### src/rtl/result_formatter_seq_if.sv
// ALU-side handshake and display/memory data bundle for result_formatter_seq.
// The ALU (or a testbench) uses the master modport and the formatter uses the slave modport.
interface result_formatter_seq_if #(
   parameter int BIN_W  = 21,
   parameter int DIGITS = 8
);
   logic                start;
   logic                remain;
   logic [BIN_W-1:0]    alu_result;
   logic [BIN_W-1:0]    alu_remainder;
   logic                busy;
   logic                done;
   logic                overflow;
   logic [4*DIGITS-1:0] formatted;
   logic [4*DIGITS-1:0] mem_word;

   modport master (
      output start,
      output remain,
      output alu_result,
      output alu_remainder,
      input  busy,
      input  done,
      input  overflow,
      input  formatted,
      input  mem_word
   );

   modport slave (
      input  start,
      input  remain,
      input  alu_result,
      input  alu_remainder,
      output busy,
      output done,
      output overflow,
      output formatted,
      output mem_word
   );
endinterface

### src/rtl/result_formatter_seq.sv
// Sequential result formatter: double-dabble BCD conversion, then one display nibble packed per cycle.
// Optional feature macro RESULTFMT_MEMWORD_EN builds the truncated mem_word path; otherwise mem_word is all blanks.
module result_formatter_seq #(
   parameter int BIN_W      = 21,
   parameter int BCD_DIGITS = 7,
   parameter int DIGITS     = 8,
   parameter int MEM_DIGITS = 3
) (
   input logic                   clock,
   input logic                   reset_n,
   result_formatter_seq_if.slave bus
);
   localparam int CW = $clog2(BIN_W + 1);
   localparam int PW = $clog2(DIGITS + 2 * BCD_DIGITS + MEM_DIGITS + 3) + 1;
   localparam int BW = 4 * BCD_DIGITS;
   localparam int OW = 4 * DIGITS;

   typedef enum logic [2:0] {
      S_IDLE     = 3'd0,
      S_CONV_RES = 3'd1,
      S_CONV_REM = 3'd2,
      S_PACK     = 3'd3,
      S_DONE     = 3'd4
   } state_t;

   state_t           state_r;
   state_t           state_s;
   logic [CW-1:0]    cnt_r;
   logic [PW-1:0]    pos_r;
   logic [BIN_W-1:0] sh_r;
   logic [BIN_W-1:0] rem_val_r;
   logic             remain_r;
   logic             neg_r;
   logic [BW-1:0]    res_bcd_r;
   logic [BW-1:0]    rem_bcd_r;
   logic [OW-1:0]    fmt_sh_r;
   logic             ovf_sh_r;
   logic [OW-1:0]    fmt_r;
   logic             ovf_r;
   logic             done_r;
   logic             busy_r;

   logic             start_acc_s;
   logic             cnt_last_s;
   logic             pos_last_s;
   logic [BIN_W-1:0] mag_s;
   logic [PW-1:0]    lres_s;
   logic [PW-1:0]    lrem_s;
   logic [PW-1:0]    off_s;
   logic [PW-1:0]    req_s;
   logic             ovf_s;
   logic [3:0]       field_s;

   // One double-dabble step: add 3 to every digit >= 5, then shift in the next binary bit.
   function automatic logic [BW-1:0] dd_step(input logic [BW-1:0] bcd, input logic bit_in);
      logic [BW-1:0] adj;
      adj = bcd;
      for (int i = 0; i < BCD_DIGITS; i++) begin
         if (adj[4*i +: 4] >= 4'd5) adj[4*i +: 4] = adj[4*i +: 4] + 4'd3;
         else                       adj[4*i +: 4] = adj[4*i +: 4];
      end
      return {adj[BW-2:0], bit_in};
   endfunction

   function automatic logic [PW-1:0] bcd_len(input logic [BW-1:0] bcd);
      logic [PW-1:0] len;
      len = PW'(1);
      for (int i = 1; i < BCD_DIGITS; i++) begin
         if (bcd[4*i +: 4] != 4'h0) len = PW'(i + 1);
         else                       len = len;
      end
      return len;
   endfunction

   function automatic logic [3:0] bcd_digit(input logic [BW-1:0] bcd, input logic [PW-1:0] idx);
      logic [3:0] d;
      d = 4'h0;
      for (int i = 0; i < BCD_DIGITS; i++) begin
         if (idx == PW'(i)) d = bcd[4*i +: 4];
         else               d = d;
      end
      return d;
   endfunction

   assign start_acc_s = (state_r == S_IDLE) && bus.start;
   assign cnt_last_s  = (cnt_r == CW'(BIN_W - 1));
   assign pos_last_s  = (pos_r == PW'(DIGITS - 1));
   // Two's-complement negation also gives the correct unsigned magnitude 2^(BIN_W-1) for the most negative input.
   assign mag_s       = bus.alu_result[BIN_W-1] ? (~bus.alu_result + BIN_W'(1)) : bus.alu_result;

   // State register.
   always_ff @(posedge clock or negedge reset_n) begin
      if (!reset_n) state_r <= S_IDLE;
      else          state_r <= state_s;
   end

   // Next-state decode.
   always_comb begin
      state_s = state_r;
      case (state_r)
         S_IDLE: begin
            if (bus.start) state_s = S_CONV_RES;
            else           state_s = S_IDLE;
         end
         S_CONV_RES: begin
            if (cnt_last_s) state_s = remain_r ? S_CONV_REM : S_PACK;
            else            state_s = S_CONV_RES;
         end
         S_CONV_REM: begin
            if (cnt_last_s) state_s = S_PACK;
            else            state_s = S_CONV_REM;
         end
         S_PACK: begin
            if (pos_last_s) state_s = S_DONE;
            else            state_s = S_PACK;
         end
         S_DONE:  state_s = S_IDLE;
         default: state_s = S_IDLE;
      endcase
   end

   // Operand capture and the shared shift-add-3 engine.
   always_ff @(posedge clock or negedge reset_n) begin
      if (!reset_n) begin
         sh_r      <= '0;
         rem_val_r <= '0;
         remain_r  <= 1'b0;
         neg_r     <= 1'b0;
         cnt_r     <= '0;
         res_bcd_r <= '0;
         rem_bcd_r <= '0;
      end else begin
         case (state_r)
            S_IDLE: begin
               if (start_acc_s) begin
                  sh_r      <= mag_s;
                  rem_val_r <= bus.alu_remainder;
                  remain_r  <= bus.remain;
                  neg_r     <= bus.alu_result[BIN_W-1];
                  cnt_r     <= '0;
                  res_bcd_r <= '0;
                  rem_bcd_r <= '0;
               end
            end
            S_CONV_RES: begin
               res_bcd_r <= dd_step(res_bcd_r, sh_r[BIN_W-1]);
               if (cnt_last_s) begin
                  cnt_r <= '0;
                  sh_r  <= rem_val_r;
               end else begin
                  cnt_r <= cnt_r + CW'(1);
                  sh_r  <= {sh_r[BIN_W-2:0], 1'b0};
               end
            end
            S_CONV_REM: begin
               rem_bcd_r <= dd_step(rem_bcd_r, sh_r[BIN_W-1]);
               if (cnt_last_s) cnt_r <= '0;
               else            cnt_r <= cnt_r + CW'(1);
               sh_r <= {sh_r[BIN_W-2:0], 1'b0};
            end
            default: begin
               cnt_r <= '0;
            end
         endcase
      end
   end

   // Digit lengths and the nibble that belongs at the current pack position.
   always_comb begin
      lres_s = bcd_len(res_bcd_r);
      lrem_s = bcd_len(rem_bcd_r);
      off_s  = remain_r ? (lrem_s + PW'(1)) : PW'(0);
      req_s  = off_s + lres_s + (neg_r ? PW'(1) : PW'(0));
      ovf_s  = (req_s > PW'(DIGITS));
      if (ovf_s)                              field_s = 4'hE;
      else if (remain_r && (pos_r < lrem_s))  field_s = bcd_digit(rem_bcd_r, pos_r);
      else if (remain_r && (pos_r == lrem_s)) field_s = 4'hA;
      else if (pos_r < (off_s + lres_s))      field_s = bcd_digit(res_bcd_r, pos_r - off_s);
      else if (neg_r && (pos_r == (off_s + lres_s))) field_s = 4'hE;
      else                                    field_s = 4'hF;
   end

   // Pack position counter and display shadow register.
   always_ff @(posedge clock or negedge reset_n) begin
      if (!reset_n) begin
         pos_r    <= '0;
         fmt_sh_r <= '1;
         ovf_sh_r <= 1'b0;
      end else if (state_r == S_PACK) begin
         for (int i = 0; i < DIGITS; i++) begin
            if (pos_r == PW'(i)) fmt_sh_r[4*i +: 4] <= field_s;
         end
         ovf_sh_r <= ovf_s;
         pos_r    <= pos_r + PW'(1);
      end else begin
         pos_r <= '0;
      end
   end

   // Visible outputs: updated only in DONE so an aborted operation never leaks partial data.
   always_ff @(posedge clock or negedge reset_n) begin
      if (!reset_n) begin
         fmt_r  <= '1;
         ovf_r  <= 1'b0;
         done_r <= 1'b0;
         busy_r <= 1'b0;
      end else begin
         done_r <= 1'b0;
         case (state_r)
            S_IDLE: busy_r <= bus.start;
            S_DONE: begin
               fmt_r  <= fmt_sh_r;
               ovf_r  <= ovf_sh_r;
               done_r <= 1'b1;
               busy_r <= 1'b0;
            end
            default: busy_r <= busy_r;
         endcase
      end
   end

   assign bus.formatted = fmt_r;
   assign bus.overflow  = ovf_r;
   assign bus.done      = done_r;
   assign bus.busy      = busy_r;

`ifdef RESULTFMT_MEMWORD_EN
   logic [PW-1:0] mem_len_s;
   logic [3:0]    mem_field_s;
   logic [OW-1:0] mem_sh_r;
   logic [OW-1:0] mem_r;

   // Memory word keeps only the low result magnitude digits; the sign is never stored.
   always_comb begin
      mem_len_s = (lres_s < PW'(MEM_DIGITS)) ? lres_s : PW'(MEM_DIGITS);
      if (pos_r < mem_len_s) mem_field_s = bcd_digit(res_bcd_r, pos_r);
      else                   mem_field_s = 4'hF;
   end

   // Memory shadow packing and output update.
   always_ff @(posedge clock or negedge reset_n) begin
      if (!reset_n) begin
         mem_sh_r <= '1;
         mem_r    <= '1;
      end else if (state_r == S_PACK) begin
         for (int i = 0; i < DIGITS; i++) begin
            if (pos_r == PW'(i)) mem_sh_r[4*i +: 4] <= mem_field_s;
         end
      end else if (state_r == S_DONE) begin
         mem_r <= mem_sh_r;
      end else begin
         mem_r <= mem_r;
      end
   end

   assign bus.mem_word = mem_r;
`else
   assign bus.mem_word = {DIGITS{4'hF}};
`endif
endmodule

### src/flat_wrapper.sv
// flat-port wrapper written by rule: the top's interface ports become plain ports
module result_formatter_seq_flat 
#(
   parameter int BIN_W      = 21,
   parameter int BCD_DIGITS = 7,
   parameter int DIGITS     = 8,
   parameter int MEM_DIGITS = 3
)
  (clock, reset_n, bus_start, bus_remain, bus_alu_result, bus_alu_remainder, bus_busy, bus_done, bus_overflow, bus_formatted, bus_mem_word);
  result_formatter_seq_if #(.BIN_W(BIN_W), .DIGITS(DIGITS)) bus_i ();
  input logic clock;
  input logic reset_n;
  input wire logic [$bits(bus_i.start)-1:0] bus_start;
  input wire logic [$bits(bus_i.remain)-1:0] bus_remain;
  input wire logic [$bits(bus_i.alu_result)-1:0] bus_alu_result;
  input wire logic [$bits(bus_i.alu_remainder)-1:0] bus_alu_remainder;
  output wire logic [$bits(bus_i.busy)-1:0] bus_busy;
  output wire logic [$bits(bus_i.done)-1:0] bus_done;
  output wire logic [$bits(bus_i.overflow)-1:0] bus_overflow;
  output wire logic [$bits(bus_i.formatted)-1:0] bus_formatted;
  output wire logic [$bits(bus_i.mem_word)-1:0] bus_mem_word;
  assign bus_i.start = bus_start;
  assign bus_i.remain = bus_remain;
  assign bus_i.alu_result = bus_alu_result;
  assign bus_i.alu_remainder = bus_alu_remainder;
  assign bus_busy = bus_i.busy;
  assign bus_done = bus_i.done;
  assign bus_overflow = bus_i.overflow;
  assign bus_formatted = bus_i.formatted;
  assign bus_mem_word = bus_i.mem_word;
  result_formatter_seq #(.BIN_W(BIN_W), .BCD_DIGITS(BCD_DIGITS), .DIGITS(DIGITS), .MEM_DIGITS(MEM_DIGITS)) u_core (.clock(clock), .reset_n(reset_n), .bus(bus_i));
endmodule
### config.mk
export PLATFORM = sky130hd
export DESIGN_NAME = result_formatter_seq_flat
export DESIGN_NICKNAME = d
export VERILOG_FILES = /design/src/rtl/result_formatter_seq_if.sv /design/src/rtl/result_formatter_seq.sv /design/src/flat_wrapper.sv
export SDC_FILE = /design/constraint.sdc
export NUM_CORES = 1
export LEC_CHECK = 0
export BUFFER_PORTS_ARGS = -buffer_cell sky130_fd_sc_hd__buf_4
export CORE_MARGIN = 1.5
export CORE_UTILIZATION = 60
export CTS_BUF_LIST = sky130_fd_sc_hd__clkbuf_16
export DETAILED_ROUTE_END_ITERATION = 16
export GPL_TIMING_DRIVEN = 0
export PLACE_DENSITY = 0.84
export SYNTH_ARGS = -nofsm -noshare
export SYNTH_HDL_FRONTEND = slang
export SYNTH_SLANG_ARGS = --single-unit
### constraint.sdc
create_clock -name clock -period 8.1 [get_ports clock]
set_input_delay 0.405 -clock clock [delete_from_list [all_inputs] [get_ports clock]]
set_output_delay 0.405 -clock clock [all_outputs]
set_load 0.02 [all_outputs]
==> results.json <==
{
  "yosysMostFrequentCell": "nand2_1",
  "avgViaCountPerCell": 6.04,
  "finClkSkew_ns": 0.0109,
  "synthTopCellsByCount": "nand2_1, dfrtp_1, nor2_1",
  "p_leak_nw": 5.55,
  "core_area_mm2": 0.0173,
  "fp.dieArea_mm2": 0.0185,
  "drive_gt1_share_pct": 22.4,
  "grt_pass1_wl_mm": 43.2,
  "hold_class": "in2reg",
  "ant_nets": 0,
  "powerDensity_mw_per_mm2": 151,
  "ys_warn_count": 0,
  "io_pins": 113,
  "antenna_found_initial": 0,
  "dpl-instance-area_mm2": 0.0117,
  "totalWireLength_mm": 25.9,
  "start_util_pct": 61.5,
  "finalSetupTns_ns": 0,
  "cp-start-kind": "flop",
  "die-width_um": 136,
  "cts_tree": "done",
  "fin_area_mm2": 0.0123,
  "grt_max_degree": 98,
  "intPower_w": 0.00138,
  "period_share_pct": 67.8,
  "vias": 8976,
  "critPathRequiredTime_ns": 8.43,
  "fmax_ghz": 0.182,
  "clock_sinks": 182,
  "drt_iter0_drc": 747,
  "dr.pass1.iters": 7,
  "crit_slowest_cell": "a211oi_2",
  "numCtsBuffers": 17,
  "syn_area_mm2": 0.0106,
  "row_count": 48,
  "hold_buffers": 1,
  "p_seq_share_pct": 48.8,
  "ctsResizeCount": 0,
  "hold_viol_final": 0,
  "cts_max_level": 4,
  "status": "finished clean",
  "slew_violations": 0,
  "diodes": 0,
  "gp_congestion": 0.915,
  "p_clk_share_pct": 46.3,
  "crit_fanout": 8,
  "io_buffers": 80,
  "post_cts_buffers": 0,
  "syn2layout_area_growth_pct": 15.7,
  "synth_cell_type_count": 69,
  "root_buffer": "clkbuf_16",
  "ir_drop_mv": 0.154,
  "path_class": "reg2reg",
  "swShare_pct": 26.1,
  "grt_pass1_vias": 8955,
  "cts_buffer_depth": 2,
  "period_needed_ns": 5.49,
  "yosysTopAreaCell": "dfrtp_1",
  "fin_cells": 1486,
  "critPathArrivalTime_ns": 5.83,
  "synth_edf_count": 0,
  "grt_usage_pct": 29.3,
  "multi_input_comb_area_mm2": 0.00548,
  "setup_viol": 0,
  "synth-main-ff-cell": "dfrtp_1",
  "fillers": 1287,
  "nNetsFinal": 1351,
  "p_sw_w": 0.000487,
  "synthArstFlopShare_pct": 100,
  "yosysSeqAreaShare_pct": 43.6,
  "dp_hpwl_mm": 18.1,
  "yosysTopAreaCellShare_pct": 27.8,
  "fp.dieH_um": 136,
  "cap_violations": 0,
  "syn_inst": 1116,
  "crit_chain": "inv_1, ha_1, nor3b_1, a21oi_1, o21ai_0, nand2_1, ha_1, xnor2_1, nand2_1, inv_1, ha_1, a21oi_1, nand2_1, xor2_1, ha_1, a21oi_1, nor2b_1, a2111oi_2, a21oi_1, a211oi_2, a31oi_1",
  "cp-end-kind": "flop",
  "rsz0062_at_grt": "false",
  "slew_headroom_pct": 14.4,
  "drt-wirelength-per-cell_um": 17.4,
  "tightestPinTransition_ns": 1.28,
  "clkTransAtPathRegs_ns": 0.08,
  "ys_top_cells_by_area": "dfrtp_1, dfstp_2, ha_1, nand2_1, mux2_2",
  "placed_cells": 1453,
  "drc": 0,
  "power_frac_comb_pct": 4.8,
  "synth_area_per_cell_um2": 9.53,
  "overflow": 0,
  "critPathMaxStageDelay_ns": 0.69,
  "regArea_mm2": 0.00463,
  "insertion_delay_ns": 0.45,
  "synth-seq-cells": 182
}
## worst paths after layout
kind                       cells after the start                  start                   end  slack, ns
min in group asynchronous                      2                reset_n  u_core.res_bcd_r[17]       0.51
max in group asynchronous                      3                reset_n   u_core.rem_bcd_r[8]       6.69
hold / removal                                 3  bus_alu_remainder[16]  u_core.rem_val_r[16]       0.14
setup / recovery                              21    u_core.rem_bcd_r[8]   u_core.fmt_sh_r[31]       2.61
setup reg to reg                              21    u_core.rem_bcd_r[8]   u_core.fmt_sh_r[31]       2.61
hold reg to reg                                2    u_core.fmt_sh_r[20]   u_core.fmt_sh_r[20]       0.48
## cells by family (layout without fill, tap and decap cells)
logic type	after synthesis	in the layout	synth area share (%)
other	1	32	0.0352
AOI/OAI and AO/OA	275	275	18.0
xor gates and xnor gates	51	51	4.20
buffers and inverters	134	248	6.07
adders and majority gates	57	57	6.84
DFF	182	182	43.6
muxes	45	45	5.15
and+or+nand+nor	371	371	16.2
## power by group through the flow
stage | clock (W) | sequential [W] | combinational, W
6_report | 0.000863 | 0.000910 | 0.0000902
5_1_grt | 0.000905 | 0.000910 | 0.0000997
4_1_cts | 0.000869 | 0.000910 | 0.0000907
3_5_place_dp | 0 | 0.000926 | 0.0000900
3_3_place_gp | 0 | 0.000926 | 0.0000871
2_1_floorplan | 0 | 0.000926 | 0.0000452
## state kept, by name (all words and copies together) (netlist names), 3 cells and up
| register | flops |
|---|---|
| u_core.fmt_sh_r | 32 |
| u_core.rem_bcd_r | 28 |
| u_core.cnt_r | 5 |
| u_core.sh_r | 21 |
| u_core.res_bcd_r | 28 |
| u_core.pos_r | 6 |
| u_core.rem_val_r | 21 |
| u_core.state_r | 3 |
| u_core.bus.formatted | 32 |
## layout by cell type, fill, tap and decap left out, types with 5 or more instances in the layout
cell	netlist	routed
and2_1	8	8
nand3_1	43	43
buf_1	8	8
o32ai_1	11	11
conb_1	1	32
nand2b_1	19	19
clkbuf_16	0	17
clkbuf_1	30	30
nor2_1	79	79
and3_1	5	5
xor2_1	16	16
buf_4	33	112
a221oi_1	10	10
o21ai_0	75	75
a222oi_1	15	15
a32o_1	15	15
buf_2	15	15
ha_1	55	55
mux2_2	38	38
nand2_1	156	156
nor3_1	13	13
xnor2_1	35	35
dfrtp_1	118	118
o31ai_1	34	34
a21oi_1	68	68
a31oi_1	7	7
dfstp_2	64	64
nor2b_1	11	11
inv_1	48	48
nor3b_1	11	10
clkinv_8	0	6
## layout make-up
class	count	area share (%)
Buffer	86	3.78
Clock buffer	17	3.45
Clock inverter	15	1.64
Inverter	48	1.46
Multi-Input combinational cell	831	44.5
Sequential cell	182	37.6
Tap cell	225	2.29
Timing Repair Buffer	82	5.24
## worst max-delay path: cells and delay by family (launching register included)
| family | cells | cell delay, ns |
|---|---|---|
| fa+ha+maj | 4 | 1.23 |
| xor+xnor | 2 | 0.30 |
| flops | 1 | 0.41 |
| simple gates | 5 | 0.80 |
| compound gates | 8 | 2.42 |
| buf+inv | 2 | 0.23 |
## metal layers
metal  routed length (µm)  GRT usage [%]  up-vias  share of wire, %
li1                     -              -     4185                 -
met1                10700           37.1     4365                41
met2                13000           50.6      374                50
met3                 1630           4.85       52               6.3
met4                  601           10.5        0               2.3
met5                    0              0        -                 0
## through the flow
stage                     setup WS [ns]  utilization [%]  hold slack (ns)  power, W
after floorplan                    3.77                -            0.109  0.000972
after global placement             2.96             67.3            0.457   0.00101
after detailed placement           2.82             67.5            0.436   0.00102
after CTS                          2.72             71.2            0.140   0.00187
after global routing               2.23             71.2            0.150   0.00191
final                              2.61             71.2            0.143   0.00186
(Power assumes the default switching activity.)
